<file path="config.mk">
export PLATFORM = sky130hd
export DESIGN_NAME = tic_tac_toe_game
export DESIGN_NICKNAME = d
export VERILOG_FILES = /design/src/rtl/tic_tac_toe_pkg.sv /design/src/rtl/tic_tac_toe_win_detect.sv /design/src/rtl/tic_tac_toe_game.sv
export SDC_FILE = /design/constraint.sdc
export NUM_CORES = 1
export LEC_CHECK = 0
export BUFFER_PORTS_ARGS = -buffer_cell sky130_fd_sc_hd__buf_2
export CAP_MARGIN = 25
export CORE_MARGIN = 5
export CORE_UTILIZATION = 32
export CTS_BUF_LIST = sky130_fd_sc_hd__clkbuf_4 sky130_fd_sc_hd__clkbuf_8
export CTS_CLUSTER_SIZE = 14
export DETAILED_ROUTE_END_ITERATION = 6
export GPL_TIMING_DRIVEN = 1
export PLACE_DENSITY = 0.64
export RECOVER_POWER = 100
export SLEW_MARGIN = 15
export SYNTH_ARGS = -nofsm -noshare
export SYNTH_HDL_FRONTEND = slang
export SYNTH_SLANG_ARGS = --single-unit
export TNS_END_PERCENT = 1
</file>
<file path="constraint.sdc">
create_clock -name clk -period 1.9 [get_ports clk]
set_input_delay 0.095 -clock clk [delete_from_list [all_inputs] [get_ports clk]]
set_output_delay 0.095 -clock clk [all_outputs]
set_load 0.1 [all_outputs]
</file>
<file path="src/rtl/tic_tac_toe_pkg.sv">
// ---------------------------------------------------------------------------
// tic_tac_toe_pkg
// Shared definitions for the tic-tac-toe game engine and its formal checker:
// cell codes, the engine state enum, the table of the eight winning lines and
// a helper that extracts one cell from the packed 18-bit board.
// ---------------------------------------------------------------------------
package tic_tac_toe_pkg;

    localparam int NUM_CELLS = 9;
    localparam int NUM_LINES = 8;

    typedef logic [1:0] cell_t;

    localparam cell_t CELL_EMPTY = 2'b10;
    localparam cell_t CELL_A     = 2'b01;
    localparam cell_t CELL_B     = 2'b00;

    typedef enum logic [1:0] {
        PLAY  = 2'd0,
        CHECK = 2'd1,
        WIN   = 2'd2,
        DRAW  = 2'd3
    } state_t;

    // Cell indices of every winning line: rows, columns, then diagonals.
    localparam int WIN_LINES [NUM_LINES][3] = '{
        '{0, 1, 2}, '{3, 4, 5}, '{6, 7, 8},
        '{0, 3, 6}, '{1, 4, 7}, '{2, 5, 8},
        '{0, 4, 8}, '{2, 4, 6}
    };

    // Cell idx lives at bits [2*idx+1:2*idx] of the packed board.
    function automatic cell_t cell_at(input logic [2*NUM_CELLS-1:0] b, input int idx);
        return b[2*idx +: 2];
    endfunction

endpackage

</file>
<file path="src/rtl/tic_tac_toe_win_detect.sv">
// ---------------------------------------------------------------------------
// tic_tac_toe_win_detect
// Purely combinational: reports whether `player` owns all three cells of any
// of the eight lines in WIN_LINES.
// Ports:
//   board   in  18  packed board, cell i at [2i+1:2i]
//   player  in  2   cell code of the side being tested (CELL_A / CELL_B)
//   win     out 1   1 when player holds a complete line
// ---------------------------------------------------------------------------
module tic_tac_toe_win_detect
    import tic_tac_toe_pkg::*;
(
    input  logic [2*NUM_CELLS-1:0] board,
    input  cell_t                  player,
    output logic                   win
);

    // NOTE: every variable assigned in always_comb gets a default first, so
    // no path leaves it unassigned and no latch is inferred.
    always_comb begin
        win = 1'b0;
        for (int l = 0; l < NUM_LINES; l++) begin
            if (cell_at(board, WIN_LINES[l][0]) == player &&
                cell_at(board, WIN_LINES[l][1]) == player &&
                cell_at(board, WIN_LINES[l][2]) == player) begin
                win = 1'b1;
            end
        end
    end

endmodule

</file>
<file path="src/rtl/tic_tac_toe_game.sv">
// ---------------------------------------------------------------------------
// tic_tac_toe_game
// Game engine: takes moves from players A and B, accepts only the in-turn
// player's legal move, keeps the registered 9-cell board, and after each
// accepted move spends one CHECK cycle deciding win / draw / next turn.
// Ports:
//   clk           in   1      clock, all state on posedge
//   reset         in   1      synchronous active-high reset (priority)
//   new_game      in   1      synchronous restart, same effect as reset
//   move_valid_A  in   1      player A presents move_A
//   move_A        in   POS_W  player A target cell
//   move_valid_B  in   1      player B presents move_B
//   move_B        in   POS_W  player B target cell
//   board         out  18     registered board, cell i at [2i+1:2i]
//   turn          out  1      1 = A to move, 0 = B to move
//   move_ready    out  1      high in PLAY only
//   illegal_move  out  1      one-cycle pulse after a rejected in-turn move
//   game_over     out  1      high in WIN / DRAW
//   winner        out  2      01 A, 00 B, 10 none/draw
//   move_count    out  4      accepted moves since reset, 0..9
// ---------------------------------------------------------------------------
module tic_tac_toe_game
    import tic_tac_toe_pkg::*;
#(
    parameter bit FIRST_PLAYER = 1'b1,
    parameter int POS_W        = 4
) (
    input  logic                   clk,
    input  logic                   reset,
    input  logic                   new_game,
    input  logic                   move_valid_A,
    input  logic [POS_W-1:0]       move_A,
    input  logic                   move_valid_B,
    input  logic [POS_W-1:0]       move_B,
    output logic [2*NUM_CELLS-1:0] board,
    output logic                   turn,
    output logic                   move_ready,
    output logic                   illegal_move,
    output logic                   game_over,
    output logic [1:0]             winner,
    output logic [3:0]             move_count
);

    localparam logic [3:0] FULL_COUNT = 4'(NUM_CELLS);

    state_t                 state_q, state_d;
    logic [2*NUM_CELLS-1:0] board_q, board_d;
    logic                   turn_q;
    logic [3:0]             count_q;
    logic                   illegal_q;

    logic                   restart;
    cell_t                  mover;
    logic                   sel_valid;
    logic [POS_W-1:0]       sel_pos;
    logic                   cell_free;
    logic                   accept;
    logic                   reject;
    logic                   mover_wins;

    assign restart = reset | new_game;

    // Only the side to move is ever looked at; the other side's inputs are
    // dropped without any indication.
    assign mover     = turn_q ? CELL_A : CELL_B;
    assign sel_valid = turn_q ? move_valid_A : move_valid_B;
    assign sel_pos   = turn_q ? move_A : move_B;

    // Positions above 8 match no cell index, so they come out as not free
    // and are rejected exactly like an occupied cell.
    always_comb begin
        cell_free = 1'b0;
        for (int i = 0; i < NUM_CELLS; i++) begin
            if (32'(sel_pos) == i && cell_at(board_q, i) == CELL_EMPTY) begin
                cell_free = 1'b1;
            end
        end
    end

    assign accept = (state_q == PLAY) && sel_valid && cell_free;
    assign reject = (state_q == PLAY) && sel_valid && !cell_free;

    always_comb begin
        board_d = board_q;
        for (int i = 0; i < NUM_CELLS; i++) begin
            if (accept && 32'(sel_pos) == i) begin
                board_d[2*i +: 2] = mover;
            end
        end
    end

    // In CHECK the board register already holds the mover's new piece and
    // turn_q still names the mover, so one detector instance suffices.
    tic_tac_toe_win_detect u_win_detect (
        .board  (board_q),
        .player (mover),
        .win    (mover_wins)
    );

    // ---------------- FSM: state register ----------------
    // NOTE: sequential state uses non-blocking assignments so every flop
    // samples pre-edge values regardless of statement order.
    always_ff @(posedge clk) begin
        if (restart) begin
            state_q <= PLAY;
        end else begin
            state_q <= state_d;
        end
    end

    // ---------------- FSM: next-state logic ----------------
    always_comb begin
        state_d = state_q;
        unique case (state_q)
            PLAY:    if (accept) state_d = CHECK;
            CHECK: begin
                if (mover_wins)                state_d = WIN;
                else if (count_q == FULL_COUNT) state_d = DRAW;
                else                            state_d = PLAY;
            end
            WIN:     state_d = WIN;
            DRAW:    state_d = DRAW;
            default: state_d = PLAY;
        endcase
    end

    // ---------------- FSM: outputs ----------------
    always_comb begin
        move_ready = 1'b0;
        game_over  = 1'b0;
        winner     = CELL_EMPTY;
        unique case (state_q)
            PLAY:  move_ready = 1'b1;
            WIN: begin
                game_over = 1'b1;
                winner    = mover;
            end
            DRAW:  game_over = 1'b1;
            default: ;
        endcase
    end

    // ---------------- Datapath: board, turn, counters ----------------
    // NOTE: the board array is reset like any control register because an
    // empty cell is the non-zero code 2'b10, and legality depends on it.
    always_ff @(posedge clk) begin
        if (restart) begin
            board_q   <= {NUM_CELLS{CELL_EMPTY}};
            turn_q    <= FIRST_PLAYER;
            count_q   <= 4'd0;
            illegal_q <= 1'b0;
        end else begin
            board_q   <= board_d;
            illegal_q <= reject;
            if (accept && count_q != FULL_COUNT) begin
                count_q <= count_q + 4'd1;
            end
            if (state_q == CHECK && state_d == PLAY) begin
                turn_q <= ~turn_q;
            end
        end
    end

    assign board        = board_q;
    assign turn         = turn_q;
    assign illegal_move = illegal_q;
    assign move_count   = count_q;

endmodule

</file>
* Yosys cells after proc, flatten, opt, wreduce, memory -nomap -nowiden *
Index checks and enable logic that the tools add are counted.

operators by class
  shift operators = 0
  equality and inequality tests = 31
  muxes and demuxes = 27
  reduce and logical (&&, ||, !) cells = 44
  $mul = 0
  div/mod/pow operators = 0
  $lt $le $gt $ge = 0
  bitwise logic cells = 2
  add/subtract/negate cells = 1

operators with widths
  operator             number
  $logic_and 1x1->1    39
  $eq 2x2->1 const B   11
  $mux 1               21
  $eq 2x1->1           9
  $eq 4x3->1 const B   4
  $eq 4x2->1 const B   2
  $eq 4x4->1 const B   2
  $mux 2               4
  $pmux 2 s4           1
  $add 4x1->4 const B  1
  $eq 4x1->1 const B   1
  $logic_not 2->1      2
  $logic_not 4->1      1
  $mux 4               1
  $ne 4x4->1 const B   1
  $eq 2x1->1 const B   1
  $reduce_or 2->1      1
  $logic_not 1->1      1
  $not 1->1            1
  $or 1x1->1           1

word-level totals
  word-level logic and storage cells = 118
  memory bits (writable) = 0
  memory bits (read-only) = 0
  input port bits = 13
  output and inout port bits = 28
  memories kept = 0
  bits in registers = 26
  bits in latches = 0

* Longest topological paths before layout *
Gate-level depths: netlist of the first run.

  depth in word-level cells = 17
  depth in mapped cells = 9

* Cells and area by module *
A second synthesis of the first run with hierarchy kept.

unflattened totals
  cells, all modules = 222
  area total of the unflattened synthesis = 1849.3 um^2

by module, submodules not included
  module                  area an instance (um^2)  times used  sequential area each (um^2)  cells each
  tic_tac_toe_game        1485.2                   1           520.5                        169
  tic_tac_toe_win_detect  364.1                    1           0.0                          53

* Worst setup path before layout of the first run *
OpenSTA, ideal clock, no wires.

  kind = flip-flop to flip-flop
  from = register turn_q (netlist: turn)
  to = register turn_q (netlist: turn)
  arrival = 2576 ps
  data required time = 1772 ps
  setup slack = -804 ps
  cell stages (with the launch flop) = 9
  library setup time = 128 ps
  path through = dfxtp_1 -> buf_6 -> buf_12 -> buf_12 -> o41ai_1 -> a211o_1 -> or4_4 -> o21ai_1 -> nand3b_1

on the way
  longest elaborated chain between the ends = 17
  elaborated cells on any way between the ends = 71

ends and longest elaborated chain
  what                      line                     RTL
  start: declaration        tic_tac_toe_game.sv:48   logic turn_q;
  start signal: assignment  tic_tac_toe_game.sv:159  turn_q <= ~turn_q;
  $mux 4                    tic_tac_toe_game.sv:67   assign sel_pos = turn_q ? move_A : move_B;
  $logic_not 4->1           tic_tac_toe_game.sv:74   if (32'(sel_pos) == i && cell_at(board_q, i) == CELL_EMPTY) begin
  $logic_and 1x1->1         tic_tac_toe_game.sv:74
  $mux 1 (9 in series)      tic_tac_toe_game.sv:74
  $logic_and 1x1->1         tic_tac_toe_game.sv:80   assign accept = (state_q == PLAY) && sel_valid && cell_free;
  $mux 2                    tic_tac_toe_game.sv:115  PLAY: if (accept) state_d = CHECK;
  $pmux 2 s4                tic_tac_toe_game.sv:114  unique case (state_q)
  $logic_not 2->1           tic_tac_toe_game.sv:158  if (state_q == CHECK && state_d == PLAY) begin
  $logic_and 1x1->1         tic_tac_toe_game.sv:158

Parallel ways exist; a longest one is shown, timed or not.
A chain may end at the register's enable or synchronous reset.

* Worst setup path after layout of the first run *
  from = register turn_q (netlist: turn)
  to = register count_q[2] (netlist: move_count[2])

on the way
  longest elaborated chain between the ends = 14
  elaborated cells on any way between the ends = 32

ends and longest elaborated chain
  what                    line                     RTL
  $mux 4                  tic_tac_toe_game.sv:67
  $logic_not 4->1         tic_tac_toe_game.sv:74
  $logic_and 1x1->1       tic_tac_toe_game.sv:74
  $mux 1 (9 in series)    tic_tac_toe_game.sv:74
  $logic_and 1x1->1 *     tic_tac_toe_game.sv:80
  $logic_and 1x1->1 *     tic_tac_toe_game.sv:155  if (accept && count_q != FULL_COUNT) begin
  end signal: assignment  tic_tac_toe_game.sv:156  count_q <= count_q + 4'd1;
  end: declaration        tic_tac_toe_game.sv:49   logic [3:0] count_q;

Every way passes the cells marked *; elsewhere a longest branch is shown, timed or not.

==> results of run 1 <==
[where the power goes]
part / internal [mW] / switching, mW / leakage [nW]
sequential: 0.547 / 0.00880 / 0.211
clock: 0.282 / 0.197 / 0.0357
combinational: 0.105 / 0.172 / 0.706
total: 0.935 / 0.377 / 0.953
[metal layers]
layer | wire, um | vias to the layer above | GRT usage, %
li1 | - | 939 | -
met1 | 2610 | 947 | 22.1
met2 | 2790 | 88 | 25.5
met3 | 416 | 10 | 2.57
met4 | 106 | 0 | 5.99
met5 | 0 | - | 0
[per-stage QoR]
stage / setup slack (ns) / instance area (sq um) / hold slack [ns] / instances / setup TNS [ns]
2_1_floorplan: -0.263 / 1780 / 0.271 / 207 / -2.55
6_report: -0.117 / 2490 / 0.106 / 342 / -1.19
5_1_grt: -0.193 / 2490 / 0.113 / 342 / -2.67
3_5_place_dp: -0.133 / 2230 / 0.407 / 335 / -1.31
4_1_cts: -0.0904 / 2450 / 0.109 / 341 / -0.541
3_3_place_gp: -0.142 / 2230 / 0.397 / 335 / -1.13
[final timing paths]
kind / startpoint / end / slack, ns / depth (start not counted)
hold / removal: reset / move_count[0] / 0.11 / 3
setup / recovery: turn / move_count[2] / -0.12 / 9
setup reg to reg: turn / move_count[2] / -0.12 / 9
hold reg to reg: move_count[1] / move_count[1] / 0.51 / 2
[what timing repair did]
item	4_1_cts	5_1_grt
endpoints found under the setup margin	18	26
resized for setup	35	7
gates cloned	0	0
setup buffers	4	1
pin swaps	23	6
[flip-flops by register name, indices dropped and copies added (netlist names)]
signal        count
move_count        4
state_q           2
illegal_move      1
turn              1
board            18
[synthesized netlist by cell type (all sizes together)]
library cell	instances	area (sq um)
mux2i	3	30.0
o211ai	1	7.51
nand4	10	62.6
inv	7	26.3
o21ai	12	60.1
and2	3	18.8
a211oi	3	22.5
clkbuf	8	31.3
a22oi	2	15.0
or2	2	12.5
o41ai	1	8.76
a31o	1	8.76
a211o	3	26.3
nor3b	7	57.6
nor2	16	62.6
buf	5	66.3
ha	2	25.0
nor4	2	12.5
and3b	4	35.0
a21oi	16	91.3
o31a	1	8.76
nand3	5	25.0
a21o	1	7.51
a2111oi	5	43.8
nor4b	1	8.76
nor2b	8	50.1
a2111o	1	11.3
and3	1	6.26
dfxtp	26	521
nor3	13	80.1
nor4bb	1	10.0
o311ai	1	16.3
or3	4	25.0
o21a	1	7.51
a32o	9	90.1
or4	8	63.8
nand3b	3	22.5
nand2b	3	18.8
a31oi	1	21.3
nand2	6	22.5
[cell families (layout without fill, tap and decap cells)]
kind of cell             after synthesis  after routing  synth area share (%)
AO/OA/AOI/OAI                         59             59                  25.7
adder cells (fa/ha/maj)                2              2                  1.44
buffers and inverters                 20             85                  7.12
flip-flops                            26             26                  29.9
multiplexers                           3              3                  1.73
AND/OR/NAND/NOR                       97             97                  34.1
[cell type report]
type	count	area [sq um]	area share [%]
repair buffers	74	495	19.9
clock inverters	1	30.0	1.21
multi-input cells	161	1250	50.4
well taps	70	87.6	3.52
clock buffers	3	41.3	1.66
flip-flops and latches	26	553	22.2
inverters	7	26.3	1.06
[worst max-delay path, stage by stage (launching register included)]
cell,delay [ns]
dfxtp_4,0.37
buf_6,0.14
buf_12,0.13
nor3_2,0.23
o21ai_0,0.16
a21oi_2,0.21
nor3_2,0.08
buf_4,0.16
a2111o_1,0.40
o21ai_0,0.07
[layout by cell type, fill, tap and decap left out, drive strengths merged, types with 2 or more instances in the layout]
| cell type | Yosys | final |
|---|---|---|
| nor2b | 8 | 8 |
| nand2 | 6 | 6 |
| ha | 2 | 2 |
| or2 | 2 | 2 |
| o21ai | 12 | 12 |
| nor2 | 16 | 16 |
| buf | 5 | 51 |
| clkbuf | 8 | 26 |
| dfxtp | 26 | 26 |
| a32o | 9 | 9 |
| nor3 | 13 | 13 |
| inv | 7 | 7 |
| nor3b | 7 | 7 |
| and3b | 4 | 4 |
| nand4 | 10 | 10 |
| nand2b | 3 | 3 |
| nand3b | 3 | 3 |
| a211oi | 3 | 3 |
| a22oi | 2 | 2 |
| or3 | 4 | 4 |
| a21oi | 16 | 16 |
| and2 | 3 | 3 |
| or4 | 8 | 8 |
| nand3 | 5 | 5 |
| nor4 | 2 | 2 |
| mux2i | 3 | 3 |
| a2111oi | 5 | 5 |
| a211o | 3 | 3 |
==> flow_summary.ini, run 1 <==
[die]
die_w_um = 83.8
ioPinCount = 41
initial_core_util_pct = 33.4
coreArea_sq_mm = 0.00520
die_h_um = 83.8
fp-row-count = 26
die_area_sq_mm = 0.00701

[sta]
min_period_over_period_pct = 106
fin_ws_ns = -0.117
setup_viol_count_final = 18
drv_slew = 0
fmax_ghz = 0.496
period_needed_ns = 2.02
fin_worst_skew_ns = 0.00531
grt_setup_unrepaired = yes
worstMarginPinSlew_ns = 1.17
slew_headroom_pct = 22.4
hold_viol_final = 0

[critical_path]
cp-end-kind = flop
critPathArrivalTime_ns = 2.23
cp.required_ns = 2.11
crit_type = reg -> reg
critPathMaxFanout = 8
critPathLaunchType = flop

[outcome]
outcome = complete, but fails checks
violations = setup timing

[global_routing]
grt_max_degree = 22
grt_pass1_wl_mm = 9.45
grt_pass1_vias = 1863
grt.total_usage_pct = 16.2
grt_overflow = 0
antenna_found_initial = 0

[finish]
fin_nets = 288
areaGrowthSynthToFinish_pct = 42.8
diodes = 0
drive_gt1_share_pct = 47.8
fillers = 504
final_util_pct = 47.8

[pwr]
p_per_area_mw_per_mm2 = 528
ir_worst_vdd_mv = 0.288
total_power_mw = 1.31
leakage_nw = 0.953

[synth]
avgSynthCellArea_sq_um = 8.41
postSynthCellCount = 207
yosysWarnings = 0
ys_seq_area_share_pct = 29.9
synth_fp_nets = 222
yosysUniqueCellTypes = 49
synth_area_sq_mm = 0.00174
ys_ff_latch = 26

[route]
via_count = 1984
routed_wl_mm = 5.92
viasPerCell = 5.80
ant_nets = 0
drc_errors = 0
drt_iter0_drc = 212
drt-pass1-iter-count = 4
wl_per_cell_um = 17.3

[placed_design]
hpwl_mm = 4.27
gp_congestion = 0.891
numPortBuffers = 40

[clock_tree]
cts_tree = yes
clock_sinks = 26
cts_max_path_buffers = 2
clockRootBuffer = clkbuf_8
cts_made_buffers = 3
htreeDepth = 1
clk_latency_ns = 0.28
clkTransAtPathRegs_ns = 0.10
hold_buffers = 0

[flow_run]
drv_cap = 0

[hold_path]
hp-class = in -> reg
(Power assumes the default switching activity.)
==> run 2, diff against run 1 <==
--- a/config.mk
+++ b/config.mk
@@ -15,5 +15,4 @@
 export GPL_TIMING_DRIVEN = 1
 export PLACE_DENSITY = 0.64
-export RECOVER_POWER = 100
 export SLEW_MARGIN = 15
 export SYNTH_ARGS = -nofsm -noshare
==> constraint.sdc (replaced) <==
create_clock -name clk -period 1.9 [get_ports clk]
set_input_delay 0.19 -clock clk [delete_from_list [all_inputs] [get_ports clk]]
set_output_delay 0.19 -clock clk [all_outputs]
set_load 0.1 [all_outputs]
==> run 2 against run 1 <==
Against the previous run:
- the flow still finishes with violations (setup timing)
- clock skew decreased by 0.0031 ns
- flip-flop and latch count unchanged
- sequential power about the same
- fmax increased by 1.3%
- combinational power decreased by 3%
- routed wire length decreased by 1.6%
- final cell count unchanged
- register-to-register slack improved by 0.03 ns
- design area about the same
- first-iteration DRC count increased by 0.47%
- clock-buffer cell count increased by 1
- highest routed layer unchanged
==> flow_summary.ini, run 2 (synthesis gave the netlist of run 1 again) <==
[critical_path]
path_cells = buf_12 -> buf_8 -> and3b_1 -> o21ai_2 -> a21oi_2 -> or3_4 -> o211ai_1 -> mux2i_1
critPathLaunchType = flop
cp.required_ns = 2.11
critPathArrivalTime_ns = 2.20
cpPeakStageDelay_ns = 0.38
cp-end-kind = flop
critPathMaxFanout = 9
crit_type = reg -> reg
slowest_stage = or3_4

[sta]
worstMarginPinSlew_ns = 0.495
grt_setup_unrepaired = yes
fin_ws_ns = -0.0924
setup_viol_count_final = 8
fmax_ghz = 0.502
period_needed_ns = 1.99
slew_headroom_pct = 67.3
setup-tns-final_ns = -0.413
min_period_over_period_pct = 105
whs_ns = 0.208
drv_slew = 0
hold_viol_final = 0
fin_worst_skew_ns = 0.00222

[route]
ant_nets = 0
via_count = 1962
drt_iter0_drc = 213
viasPerCell = 5.74
wl_per_cell_um = 17.0
drt-pass1-iter-count = 4
routed_wl_mm = 5.82
drc_errors = 0

[flow_run]
drv_cap = 0

[global_routing]
grt_pass1_wl_mm = 9.77
grt.total_usage_pct = 16.7
grt_overflow = 0
antenna_found_initial = 0
grt_max_degree = 22
grt_pass1_vias = 1902

[finish]
drive_gt1_share_pct = 50.7
multiInputGateArea_sq_mm = 0.00127
final_cell_mix = buf_2, buf_4, dfxtp_2, nor2_1
diodes = 0
fin_nets = 288
largest_reg_flops = 18
areaGrowthSynthToFinish_pct = 42.9
regArea_sq_um = 553
layout_commonest_cell = buf_2
fillers = 520

[clock_tree]
cts_made_buffers = 3
hold_buffers = 0
cts_tree = yes
cts_max_path_buffers = 2
clk_latency_ns = 0.27
clkTransAtPathRegs_ns = 0.09
clockRootBuffer = clkbuf_8
clock_sinks = 26
htreeDepth = 1

[die]
die_w_um = 83.8
coreArea_sq_mm = 0.00520
ioPinCount = 41
die_h_um = 83.8
initial_core_util_pct = 33.4
fp-row-count = 26
die_area_sq_mm = 0.00701

[placed_design]
gp_congestion = 0.971
post-place-ws_ns = -0.131
hpwl_mm = 4.18
numPortBuffers = 40

[pwr]
total_power_mw = 1.19
leakage_nw = 0.952
ir_worst_vdd_mv = 0.239
p_per_area_mw_per_mm2 = 477

[outcome]
violations = setup timing
outcome = complete, but fails checks

[hold_path]
hp-class = in -> reg
==> run 2: cell types whose count changed in the layout (fill, tap and decap cells not counted), moves of 2 or more <==
cell / before / now
a2111oi_2: 5 / 3
a2111oi_4: 0 / 2
buf_2: 16 / 40
clkbuf_1: 5 / 0
clkbuf_2: 18 / 0
==> run 2: stage by stage <==
stage / instances / utilization, % / cell area [sq um]
2_1_floorplan: 207 / - / 1790
3_3_place_gp: 331 / 42.0 / 2190
3_5_place_dp: 331 / 42.0 / 2190
4_1_cts: 342 / 46.7 / 2430
5_1_grt: 342 / 47.8 / 2490
6_report: 342 / 47.8 / 2490
==> run 2: layout make-up <==
type                       count  area share (%)
clock buffer                   4            2.21
inverter                       7            1.06
multi-input combinational    161            51.1
sequential                    26            22.2
tap                           70            3.52
timing repair buffer          74            19.9
==> run 2: worst max-delay path: cells and delay by family (launching register included) <==
kind | cells | cell delay [ns]
and+or+nand+nor | 2 | 0.58
muxes | 1 | 0.20
AOI/OAI and AO/OA | 3 | 0.52
DFF | 1 | 0.37
buffers and inverters | 2 | 0.26
==> run 2: power by group <==
group	leakage (nW)	internal [mW]	total [mW]	switching, mW
Combinational	0.712	0.0997	0.270	0.170
Clock	0.0288	0.185	0.361	0.176
Sequential	0.211	0.547	0.556	0.00935
==> run 2: worst paths after layout <==
| path | from | end | slack (ns) | cells after the start |
|---|---|---|---|---|
| max | turn | move_count[0] | -0.09 | 8 |
| max reg2reg | turn | move_count[0] | -0.09 | 8 |
| min reg2reg | move_count[3] | move_count[3] | 0.51 | 2 |
| min | reset | move_count[0] | 0.21 | 3 |
==> run 2: routing by layer <==
layer  track usage, %  vias up  wire length (um)
li1                 -      937                 -
met1             21.6      926              2510
met2             27.3       85              2720
met3             2.86       14               452
met4             6.73        0               135
met5                0        -                 0
==> run 2: timing repair <==
item | in CTS | in global routing
endpoints found under the setup margin | 18 | 25
pin swaps | 20 | 14
gates resized for setup | 40 | 9
setup buffers | 8 | 0
gates cloned | 0 | 0
